File: src/rtl/mem_stage3.sv
// mem_stage3: stage-3 memory access; passes ALU ops through, runs loads/stores over req/ack with timeout
// Ports:
//   clk, rst                          clock and synchronous active-high reset
//   in_valid/in_ready                 handshake from execute (ready only in IDLE)
//   in_instr, in_alu, in_store_data   instruction, ALU result / address, store operand
//   dmem_req/we/addr/wdata            registered data-memory request, held until ack or timeout
//   dmem_ack, dmem_rdata              completion strobe and load data, same cycle
//   wb_valid, wb_instr, wb_from_calc,
//   wb_read, mem_err                  registered retire bundle for writeback; bubble when idle
module mem_stage3 #(
    parameter int          TIMEOUT      = 255,
    parameter int          TIMEOUT_W    = 8,
    parameter logic [15:0] BUBBLE_INSTR = 16'hC0F0,
    parameter logic [15:0] ERR_DATA     = 16'hFFFF
) (
    input  logic        clk,
    input  logic        rst,
    input  logic        in_valid,
    output logic        in_ready,
    input  logic [15:0] in_instr,
    input  logic [15:0] in_alu,
    input  logic [15:0] in_store_data,
    output logic        dmem_req,
    output logic        dmem_we,
    output logic [15:0] dmem_addr,
    output logic [15:0] dmem_wdata,
    input  logic        dmem_ack,
    input  logic [15:0] dmem_rdata,
    output logic        wb_valid,
    output logic [15:0] wb_instr,
    output logic [15:0] wb_from_calc,
    output logic [15:0] wb_read,
    output logic        mem_err
);
    typedef enum logic {IDLE, REQ} state_t;
    localparam logic [TIMEOUT_W-1:0] TMO = TIMEOUT_W'(TIMEOUT);
    state_t               state;
    logic [15:0]          instr_q;
    logic [TIMEOUT_W-1:0] cnt;
    logic                 in_ld, in_st, q_ld, timed_out;
    assign in_ld     = in_instr[15:14] == 2'b01;
    assign in_st     = in_instr[15:11] == 5'b10001;
    assign q_ld      = instr_q[15:14] == 2'b01;
    assign in_ready  = state == IDLE;
    // cnt holds the number of the current REQ cycle (1-based); ack beats timeout
    assign timed_out = !dmem_ack && cnt == TMO;
    always_ff @(posedge clk) begin
        if (rst) begin
            state        <= IDLE;
            instr_q      <= BUBBLE_INSTR;
            cnt          <= '0;
            dmem_req     <= 1'b0;
            dmem_we      <= 1'b0;
            dmem_addr    <= '0;
            dmem_wdata   <= '0;
            wb_valid     <= 1'b0;
            wb_instr     <= BUBBLE_INSTR;
            wb_from_calc <= '0;
            wb_read      <= '0;
            mem_err      <= 1'b0;
        end else begin
            wb_valid     <= 1'b0;
            wb_instr     <= BUBBLE_INSTR;
            wb_from_calc <= '0;
            wb_read      <= '0;
            mem_err      <= 1'b0;
            if (state == IDLE) begin
                if (in_valid && (in_ld || in_st)) begin
                    state      <= REQ;
                    instr_q    <= in_instr;
                    dmem_addr  <= in_alu;
                    dmem_wdata <= in_store_data;
                    dmem_req   <= 1'b1;
                    dmem_we    <= in_st;
                    cnt        <= TIMEOUT_W'(1);
                end else if (in_valid) begin
                    wb_valid     <= 1'b1;
                    wb_instr     <= in_instr;
                    wb_from_calc <= in_alu;
                end
            end else if (dmem_ack || timed_out) begin
                state        <= IDLE;
                dmem_req     <= 1'b0;
                dmem_we      <= 1'b0;
                wb_valid     <= 1'b1;
                wb_instr     <= instr_q;
                wb_from_calc <= dmem_addr;
                wb_read      <= !q_ld ? 16'h0000 : dmem_ack ? dmem_rdata : ERR_DATA;
                mem_err      <= !dmem_ack;
            end else begin
                cnt <= cnt + 1'b1;
            end
        end
    end
endmodule
File: config.mk
export PLATFORM = sky130hd
export DESIGN_NAME = mem_stage3
export DESIGN_NICKNAME = d
export VERILOG_FILES = /design/src/rtl/mem_stage3.sv
export SDC_FILE = /design/constraint.sdc
export NUM_CORES = 1
export LEC_CHECK = 0
export CAP_MARGIN = 20
export CORE_ASPECT_RATIO = 1.5
export CORE_MARGIN = 2
export CORE_UTILIZATION = 46
export DETAILED_ROUTE_END_ITERATION = 8
export GPL_ROUTABILITY_DRIVEN = 0
export GPL_TIMING_DRIVEN = 0
export PLACE_DENSITY = 0.88
export RECOVER_POWER = 100
export SLEW_MARGIN = 10
export SYNTH_ARGS = -nofsm -noshare
export SYNTH_HDL_FRONTEND = slang
export SYNTH_SLANG_ARGS = --single-unit
File: constraint.sdc
create_clock -name clk -period 3 [get_ports clk]
set_clock_uncertainty 0.05 [all_clocks]
set_input_delay 0.6 -clock clk [delete_from_list [all_inputs] [get_ports clk]]
set_output_delay 0.6 -clock clk [all_outputs]
set_load 0.03 [all_outputs]
==> run_results.csv, run 1 <==
group,metric,value,unit
placed_design,postPlaceCellArea,0.00549,mm^2
floorplan,die-area,0.00911,mm^2
final_layout,fin_cells,688,
clock_tree,cts_buffers,9,
placed_design,hpwl,8000,um
yosys,synthArstFlopShare,0,%
timing,post-route-min-period,2480,ps
yosys,yosys_warnings,0,
critical_path,worstPathRequired,3190,ps
final_layout,syn2layout_area_growth,49.7,%
timing,setup_viol,0,
yosys,synth.distinct_cells,44,
critical_path,crit_start,"in_instr[11]",
final_layout,final.fill_count,591,
global_routing,grt_usage,23.9,%
clock_tree,clkSlewWorstSetupHoldPaths,70,ps
worst_hold_path,whs_path_depth,2,
power,peakVddDrop,0.391,mV
floorplan,start_util,47.6,%
timing,worst_pin_slew,1120,ps
global_routing,grt_pass1_vias,3595,
yosys,synth-main-ff-cell,"dfxtp_1",
detailed_routing,drt-vias-per-instance,5.37,
timing,rsz0062_at_grt,"no",
power,powerDensity,526,mW/mm^2
detailed_routing,drc_errors,0,
critical_path,crit_chain,"dlygate4sd3_1, nor3b_1, a21o_4, clkbuf_1, o21ai_0, and2_1",
clock_tree,holdBufCountCts,0,
global_routing,grt_max_degree,17,
detailed_routing,drt_iter0_markers,218,
global_routing,overflow,0,
critical_path,arrival,2670,ps
final_layout,ff_latch_area,0.00218,mm^2
clock_tree,cts_buffer_depth,2,
final_layout,stdcell_area,0.00575,mm^2
critical_path,path_class,"in2reg",
clock_tree,post_cts_resize_count,0,
worst_hold_path,hp-class,"reg2reg",
floorplan,core,0.00806,mm^2
yosys,avgSynthCellArea,9.25,um^2
critical_path,critical_path.slowest_cell,"dlygate4sd3_1",
yosys,syn_inst,415,
clock_tree,cts_max_level,3,
yosys,synth_edf_count,0,
critical_path,worst-path-stages,6,
critical_path,timing.rr.start,"cnt[0]",
timing,fin_tns_setup,0,ps
power,p_leak,2.41,nW
job,cap_violations,0,
final_layout,multi_input_area,0.00143,mm^2
critical_path,crit_fanout,10,
floorplan,boundaryPins,153,
clock_tree,clk_latency,340,ps
floorplan,num_rows,40,
placed_design,dp_cells,672,
timing,hold_slack,399,ps
worst_hold_path,worstHoldStart,"dmem_wdata[12]",
clock_tree,cts_sinks,109,
critical_path,cp_top_family,"buffers and inverters",
yosys,seq_area_frac_synth,56.8,%
clock_tree,post-cts-setup-buffer-count,0,
detailed_routing,drtAntennaViolNets,0,
global_routing,grt_pass1_wl,16800,um
clock_tree,tritoncts,"built",
timing,fmax,403,MHz
detailed_routing,routed_wirelength,11000,um
final_layout,final_common_cell,"dfxtp_1",
floorplan,die_h,116,um
timing,hold_viol,0,
final_layout,antenna_cells,0,
final_layout,final_util,71.3,%
critical_path,cpPeakStageDelay,590,ps
final_layout,final_nets,647,
critical_path,cp-start-kind,"primary input",
timing,drv_slew,0,
detailed_routing,wl_per_cell,15.9,um
final_layout,final_cell_mix,"dfxtp_1 (109), nand2_1 (100), dlygate4sd3_1 (88), a21oi_1 (67), clkdlybuf4s50_1 (64)",
yosys,ys_ff_latch,109,
critical_path,r2r_cells,6,
clock_tree,root_buffer,"clkbuf_16",
detailed_routing,drtPass1Iterations,5,
status,status,"completed",
floorplan,die_x,78.6,um
final_layout,drive_above_1_share,5.32,%
detailed_routing,vias,3694,
placed_design,port_buffers,152,
global_routing,antenna_found_initial,0,
yosys,syn-num-nets,484,
yosys,syn_area,0.00384,mm^2
critical_path,path_buf_inv,2,
timing,post-route-period-util,82.8,%
critical_path,crit_path_end_kind,"flip-flop",
timing,maxSlewHeadroom,24.6,%
[final timing paths]
path | to | slack, ps
max reg2reg | wb_from_calc[5] | 540
min reg2reg | dmem_wdata[12] | 400
max | dmem_we | 520
min | dmem_wdata[12] | 400
[final cells by class]
cell class                      instances  area share [%]
Inverter                               19            1.24
Clock buffer                           13            4.70
Timing Repair Buffer                  152            26.5
Clock inverter                          3           0.327
Tap cell                              105            2.29
Buffer                                 25            2.05
Multi-Input combinational cell        262            24.9
Sequential cell                       109            38.0
[layer usage]
metal,vias to the layer above,share of wire [%],global-route usage (%)
met5,-,0,0
met4,0,3.9,13.1
met3,34,6.0,5.84
met2,182,54,44.0
met1,1726,36,24.6
li1,1752,-,-
[synthesized netlist by cell type, drive strengths merged (2+ instances only)]
cell    instances  area, um^2
nor4            2        12.5
a21o            2        22.5
and4bb          2        28.8
dfxtp         109        2180
nand4           3        18.8
and2            2        12.5
o22a            5        43.8
nor2            3        11.3
or3             2        12.5
nor3            4        42.5
a31oi           3        18.8
nand2         100         375
o21ai           6        33.8
a21oi          68         355
a22o           26         228
buf            18         105
or4             2        15.0
inv            19        71.3
nand3          14        70.1
clkbuf          7        27.5
o211ai          4        30.0
and3            2        12.5
[worst register-to-register path, cell delays in order, from the launching register on]
cell and delay, ps:
dfxtp_1 390, ha_1 270, and3_1 240, a21oi_1 100
nor3_1 860, buf_4 350, a22o_1 160
[logic make-up (layout without fill, tap and decap cells)]
| group | after synthesis | after routing | share of synthesized area (%) |
|---|---|---|---|
| buffers and inverters | 44 | 212 | 5.31 |
| XOR/XNOR | 1 | 1 | 0.228 |
| AO/OA/AOI/OAI | 117 | 117 | 19.7 |
| flip-flops | 109 | 109 | 56.8 |
| AND/OR/NAND/NOR | 142 | 142 | 17.3 |
| multiplexers | 1 | 1 | 0.293 |
| adder cells (fa/ha/maj) | 1 | 1 | 0.326 |
[state kept, by name (all words and copies together) (netlist names)]
name	flops
dmem_addr	16
dmem_wdata	16
instr_q	16
wb_from_calc	16
wb_instr	16
wb_read	16
cnt	8
dmem_req	1
dmem_we	1
mem_err	1
state	1
wb_valid	1
[where the power goes]
group | switching, mW | internal (mW)
clock network | 0.507 | 0.631
logic | 0.201 | 0.169
registers | 0.0201 | 1.49
[stage by stage]
step                worst slack [ps]  total power, mW
floorplan                       1230             1.73
global placement                 515             1.92
detailed placement               483             1.93
CTS                              662             3.05
global route                     369             3.12
finish                           516             3.02
No activity file was read; power rests on OpenSTA's default activity.
==> run 2: changes to the inputs <==
- CORE_UTILIZATION: 46 -> 39
- PLACE_DENSITY: 0.88 -> 0.8
- clock period: 3 -> 2.2 ns (I/O delays scaled with it)
==> run_results.csv, run 2 (synthesized netlist as in run 1, its figures left out) <==
group,metric,value,unit
status,status,"completed",
detailed_routing,drtPass1Iterations,4,
power,powerDensity,707,mW/mm^2
clock_tree,cts_buffers,9,
floorplan,die_x,85.0,um
global_routing,overflow,0,
final_layout,final.fill_count,819,
final_layout,syn2layout_area_growth,50.3,%
clock_tree,tritoncts,"built",
clock_tree,post_cts_resize_count,0,
power,p_leak,2.41,nW
final_layout,final_cell_mix,"dfxtp_1 (109), nand2_1 (100), dlygate4sd3_1 (86), a21oi_1 (66), clkdlybuf4s50_1 (65)",
timing,drv_slew,0,
clock_tree,clk_latency,340,ps
floorplan,core,0.00963,mm^2
global_routing,grt_pass1_wl,16700,um
final_layout,final_common_cell,"dfxtp_1",
worst_hold_path,worstHoldStart,"dmem_wdata[4]",
timing,worst_pin_slew,680,ps
final_layout,antenna_cells,0,
power,peakVddDrop,0.425,mV
clock_tree,cts_max_level,3,
clock_tree,root_buffer,"clkbuf_16",
global_routing,grt_usage,19.6,%
placed_design,port_buffers,152,
timing,post-route-min-period,2080,ps
clock_tree,post-cts-setup-buffer-count,0,
floorplan,die_h,126,um
critical_path,path_class,"in2reg",
clock_tree,holdBufCountCts,0,
timing,maxSlewHeadroom,54.4,%
critical_path,crit_fanout,10,
timing,hold_viol,0,
floorplan,die-area,0.0107,mm^2
timing,hold_slack,402,ps
detailed_routing,drt_iter0_markers,167,
critical_path,cp-start-kind,"primary input",
detailed_routing,drtAntennaViolNets,0,
timing,rsz0062_at_grt,"no",
timing,fmax,481,MHz
final_layout,final_nets,647,
critical_path,worstPathRequired,2380,ps
global_routing,antenna_found_initial,0,
clock_tree,cts_buffer_depth,2,
floorplan,start_util,39.8,%
timing,post-route-period-util,94.6,%
placed_design,hpwl,7790,um
worst_hold_path,hp-class,"reg2reg",
detailed_routing,routed_wirelength,10400,um
clock_tree,cts_sinks,109,
detailed_routing,drt-vias-per-instance,5.14,
global_routing,grt_max_degree,20,
detailed_routing,drc_errors,0,
critical_path,timing.rr.start,"cnt[0]",
floorplan,num_rows,44,
job,cap_violations,0,
final_layout,drive_above_1_share,7.20,%
global_routing,grt_pass1_vias,3605,
floorplan,boundaryPins,153,
critical_path,arrival,2260,ps
power,finalPower,4.08,mW
critical_path,crit_start,"in_instr[11]",
clock_tree,clkSlewWorstSetupHoldPaths,70,ps
detailed_routing,vias,3590,
timing,setup_viol,0,
critical_path,crit_path_end_kind,"flip-flop",
detailed_routing,wl_per_cell,14.9,um
## run 2: cell types whose count changed in the layout (fill, tap and decap cells not counted), sizes merged
cell / change
clkinv: -2
clkdlybuf4s50: +1
buf: +4
dlygate4sd3: -2
inv: +3
clkinvlp: +2
clkbuf: -6
## run 2: final timing paths
check	slack, ps	end	depth (start not counted)
min reg2reg	400	dmem_wdata[4]	2
max reg2reg	170	wb_from_calc[6]	6
min	400	dmem_wdata[4]	2
max	120	dmem_we	6
## run 2: power by group
part,internal [mW],total (mW),switching (mW)
registers,2.03,2.06,0.0273
clock network,0.790,1.51,0.720
logic,0.233,0.504,0.271
## run 2: final cells by class
cell class              instances  area [um^2]  area share (%)
well taps                     115          144            2.49
clock inverters                 6         55.1           0.954
flip-flops and latches        109         2180            37.8
plain buffers                  25          130            2.26
multi-input cells             262         1440            25.0
inverters                      19         71.3            1.24
clock buffers                  10          229            3.97
repair buffers                152         1520            26.3
## run 2: metrics by stage
stage	utilization (%)	TNS, ps	worst slack [ps]	cell area, um^2	std cells
after CTS	60.1	0	8.04	5790	698
after global routing	59.9	0	32.3	5770	698
after global placement	57.1	-5090	-155	5500	682
after floorplan	-	0	571	3840	415
final	59.9	0	120	5770	698
after detailed placement	57.1	-7550	-173	5500	682
## run 2: layer usage
| layer | vias up | global-route usage (%) | wire [um] |
|---|---|---|---|
| met2 | 149 | 36.0 | 5480 |
| met5 | - | 0 | 0 |
| met1 | 1665 | 20.8 | 3810 |
| li1 | 1760 | - | - |
| met4 | 0 | 7.19 | 197 |
| met3 | 16 | 5.54 | 877 |
## run 2: critical path, cell delays in order
cell,delay (ps)
clkdlybuf4s50_1,520
nor3b_1,550
a21o_4,230
clkbuf_2,230
o21ai_0,120
and2_0,160
